**src/rtl/vga_fb_scheduler.sv**
```systemverilog
// vga_fb_scheduler: VGA pixel sequencing with display-priority sharing of a single-port frame buffer.
// Define VGA_FB_SYNC_CHECK_EN to add the sticky sync_err output (disp_addr nonzero at col=0,row=0).
module vga_fb_scheduler #(
  parameter int DATA_W = 8,
  parameter int ADDR_W = 19
) (
  input  logic              clk,
  input  logic              n_rst,
  input  logic              pixel_pulse,
  input  logic [9:0]        col,
  input  logic [9:0]        row,
  input  logic [ADDR_W-1:0] disp_addr,
  output logic              addr_enable,
  input  logic              wr_req,
  input  logic [ADDR_W-1:0] wr_addr,
  input  logic [DATA_W-1:0] wr_data,
  output logic              wr_ack,
  output logic [ADDR_W-1:0] mem_addr,
  output logic [DATA_W-1:0] mem_wdata,
  output logic              mem_we,
  output logic              mem_re,
  input  logic [DATA_W-1:0] mem_rdata,
  output logic [DATA_W-1:0] pixel_data,
  output logic              hsync,
  output logic              vsync,
  output logic              blank,
`ifdef VGA_FB_SYNC_CHECK_EN
  output logic              sync_err,
`endif
  output logic              frame_start
);
  typedef enum logic [1:0] {IDLE, RD, WR} state_t;
  state_t state;
  logic visible, wr_go;
  logic pulse_q, vis_q, hs_q, vs_q, fs_q;
  assign visible = (col < 10'd640) && (row < 10'd480);
  assign addr_enable = pixel_pulse & visible;
  // WR never follows WR, so a request still high in its ack cycle is not written twice
  assign wr_go = wr_req && (state != WR);
  always_ff @(posedge clk or negedge n_rst) begin
    if (!n_rst) begin
      state <= IDLE;
      mem_addr <= '0;
      mem_wdata <= '0;
      mem_re <= 1'b0;
      mem_we <= 1'b0;
      wr_ack <= 1'b0;
    end else begin
      state <= addr_enable ? RD : wr_go ? WR : IDLE;
      mem_re <= addr_enable;
      mem_we <= !addr_enable && wr_go;
      wr_ack <= !addr_enable && wr_go;
      if (addr_enable) begin
        mem_addr <= disp_addr;
      end else if (wr_go) begin
        mem_addr <= wr_addr;
        mem_wdata <= wr_data;
      end
    end
  end
  // Timing flags are captured on the pulse and released with the read data one clk later
  always_ff @(posedge clk or negedge n_rst) begin
    if (!n_rst) begin
      pulse_q <= 1'b0;
      vis_q <= 1'b0;
      hs_q <= 1'b1;
      vs_q <= 1'b1;
      fs_q <= 1'b0;
      pixel_data <= '0;
      hsync <= 1'b1;
      vsync <= 1'b1;
      blank <= 1'b1;
      frame_start <= 1'b0;
    end else begin
      pulse_q <= pixel_pulse;
      if (pixel_pulse) begin
        vis_q <= visible;
        hs_q <= !((col >= 10'd656) && (col <= 10'd751));
        vs_q <= !((row >= 10'd490) && (row <= 10'd491));
        fs_q <= (col == 10'd0) && (row == 10'd0);
      end
      frame_start <= pulse_q && fs_q;
      if (pulse_q) begin
        pixel_data <= vis_q ? mem_rdata : '0;
        hsync <= hs_q;
        vsync <= vs_q;
        blank <= !vis_q;
      end
    end
  end
`ifdef VGA_FB_SYNC_CHECK_EN
  always_ff @(posedge clk or negedge n_rst) begin
    if (!n_rst) sync_err <= 1'b0;
    else if (pixel_pulse && (col == 10'd0) && (row == 10'd0) && (disp_addr != '0)) sync_err <= 1'b1;
  end
`endif
endmodule

```
**config.mk**
```make
export PLATFORM = sky130hd
export DESIGN_NAME = vga_fb_scheduler
export DESIGN_NICKNAME = d
export VERILOG_FILES = /design/src/rtl/vga_fb_scheduler.sv
export SDC_FILE = /design/constraint.sdc
export NUM_CORES = 1
export LEC_CHECK = 0
export CAP_MARGIN = 15
export CORE_UTILIZATION = 41
export DETAILED_ROUTE_END_ITERATION = 8
export PLACE_DENSITY = 0.86
export SYNTH_ARGS = -nofsm -noshare
export SYNTH_HDL_FRONTEND = slang
export SYNTH_SLANG_ARGS = --single-unit
```
**constraint.sdc**
```tcl
create_clock -name clk -period 4 [get_ports clk]
set_input_delay 0.8 -clock clk [delete_from_list [all_inputs] [get_ports clk]]
set_output_delay 0.8 -clock clk [all_outputs]
set_load 0.02 [all_outputs]
```
==> reports/metrics.cfg <==
[outcome]
outcome=complete, no violations

[clock_tree]
postCtsResizedCells=0
numCtsBuffers=5
cts_tree=done
cts.sinks=46
master_cell_of_the_clock_root_buffer=clkbuf_8
cts_setup_buffers=0
cts.hold.buffers_added=0
clkSlewWorstSetupHoldPaths_ns=0.08
deepest_clock_path_buffer_count=2
clock_network_latency_to_the_later_pin_of_the_worst_skew_pair_ns=0.29
cts_max_level=2

[final_layout]
nets=395
antennaDiodeCount=0
largest_register_ffs=19
largest_register=mem_addr
area_growth_pct=62.2
ff_latch_area_mm2=0.00116
fillers=402
layout-drive-gt1-share_pct=9.12
stdcell_count=385
layout_top_registers=mem_addr x19, mem_wdata x8, pixel_data x8
multiInputGateArea_um2=811
design_area_mm2=0.00341

[power_and_ir_drop]
leakagePower_nw=1.31
ir_worst_vdd_uv=234
power_per_cell_area_mw_per_mm2=362

[synthesis]
synth_sequential_area_ratio_pct=55.1
post_synth_inst_count=206
synthesis.area_mm2=0.00210
yosysWarnings=0
synth-async-reset-ratio_pct=100
synth.distinct_cells=29
synth-edff-count=0
postSynthNetCount=284
synth_top_area_share_pct=48.9
post_synth_main_area_contributors=dfrtp_1 49%, nand3_1 6.4%, o21ai_0 6.4%
synth_seq_cells=46
syn_area_per_cell_um2=10.2
top_cell_types_by_occurrence_after_synthesis=41 x dfrtp_1, 27 x nand3_1, 27 x o21ai_0, 21 x nor4_1, 19 x a31oi_1
synthDominantAreaCellType=dfrtp_1
synthMostInstantiatedCell=dfrtp_1
ys_dominant_reg_cell=dfrtp_1

[timing]
grt_setup_unrepaired=no
final-max-slew-violation-count=0
maxClockFrequency_mhz=288
slew_headroom_pct=22.2
tightest_pin_transition_ns=1.16
final.period_utilization_pct=86.9
totalNegativeSetupSlack_ns=0
timing.hold.ws_ns=0.490
period_needed_ns=3.48
setup_viol=0
final-hold-violation-count=0
finClkSkew_ns=0.00783

[placed_design]
gpl.final_weighted_congestion=0.804
hpwlAfterDp_um=4340
port-buffer-count=120
dpl_cell_area_mm2=0.00332
place.detailed.instances=377

[routing]
totalWireLength_um=6210
antenna_violating_nets_post_route=0
detailedRoute.firstIterationViolations=111
detail_route.vias_per_cell=5.58
wire_per_inst_um=16.1
dr.pass1.iters=4
drc=0
num_vias=2148

[grt]
wire_length_of_the_first_global_routing_pass_um=9560
antenna_found_initial=0
grt_pass1_vias=2040
grt.overflow.total=0
grt_util_all_layers_pct=23.2
grt_start_max_net_pins=47

[floorplanning]
ioPinCount=121
core_mm2=0.00482
start_util_pct=43.6
dieWidth_um=73.6
design.die.area_mm2=0.00541
std_cell_rows=25
die_height_um=73.6

[setup_path]
worstPathMaxFanout=8
timing.critical_path.to_type=output port
critPathKind=in2out
worst-r2r-setup-slack_ns=2.12
cp_data_arrival_time_ns=2.68
critical_path.startpoint_type=input port
worstPathRequired_ns=3.20

[flow_run]
timing.max_cap.violations=0

[worst_hold_path]
worst_min_delay_path_category=reg2reg

==> cell type report <==
type,instances,area share (%)
sequential,46,34.0
tap,67,2.46
inverter,12,1.32
clock buffer,6,2.13
multi-input combinational,128,23.8
clock inverter,2,0.294
timing repair buffer,124,36.0
==> layer usage <==
layer | wire, um | vias to the layer above | global-route usage (%)
met2 | 2970 | 121 | 37.1
li1 | - | 990 | -
met1 | 2500 | 1023 | 30.1
met4 | 140 | 0 | 8.97
met5 | 0 | - | 0
met3 | 605 | 14 | 5.90
==> power breakdown <==
part	internal [mW]	switching [mW]	total, mW
Sequential	0.526	0.0341	0.560
Clock	0.121	0.151	0.273
Combinational	0.213	0.187	0.400
Total	0.860	0.372	1.23
==> cell families (layout without fill, tap and decap cells) <==
| family | Yosys count | in the layout | share of synthesized area [%] |
|---|---|---|---|
| buf+inv | 32 | 144 | 6.26 |
| mux | 11 | 11 | 5.90 |
| compound gates | 51 | 51 | 14.8 |
| simple gates | 66 | 66 | 17.9 |
| flops | 46 | 46 | 55.1 |
==> through the flow <==
step                      setup slack [ns]  utilization (%)  power (mW)
after floorplan                       1.40                -       0.737
after global placement               0.542             69.0       0.962
after detailed placement             0.533             69.0       0.969
after CTS                            0.517             70.7        1.24
after global routing                 0.455             70.7        1.29
final                                0.525             70.7        1.23
==> cells in the final DEF, fill, tap and decap left out, types with 2 or more instances in the layout <==
| cell | count |
|---|---|
| clkdlybuf4s50_1 | 119 |
| buf_4 | 4 |
| nand2b_1 | 3 |
| inv_1 | 12 |
| o21ai_0 | 27 |
| a31oi_1 | 19 |
| nand3_1 | 27 |
| dfrtp_1 | 41 |
| nor2_1 | 3 |
| dfstp_2 | 5 |
| nor4_1 | 21 |
| clkbuf_8 | 5 |
| nor3_1 | 3 |
| clkinv_2 | 2 |
| mux2_2 | 11 |
==> worst max-delay path: stages <==
cell and delay [ns]:
clkdlybuf4s50_1 0.63, nand2b_1 0.13, or3_1 0.42, inv_1 0.09, clkdlybuf4s50_1 0.60
==> path summary, 6_finish.rpt <==
path | from | end | cells after the start
max | pixel_pulse | addr_enable | 5
min | fs_q | frame_start | 1
max reg2reg | state[0] | mem_wdata[6] | 3
min reg2reg | fs_q | frame_start | 1
max in group asynchronous | n_rst | mem_wdata[6] | 1
min in group asynchronous | n_rst | pixel_data[3] | 1
Power figures use the tool's default switching activity.
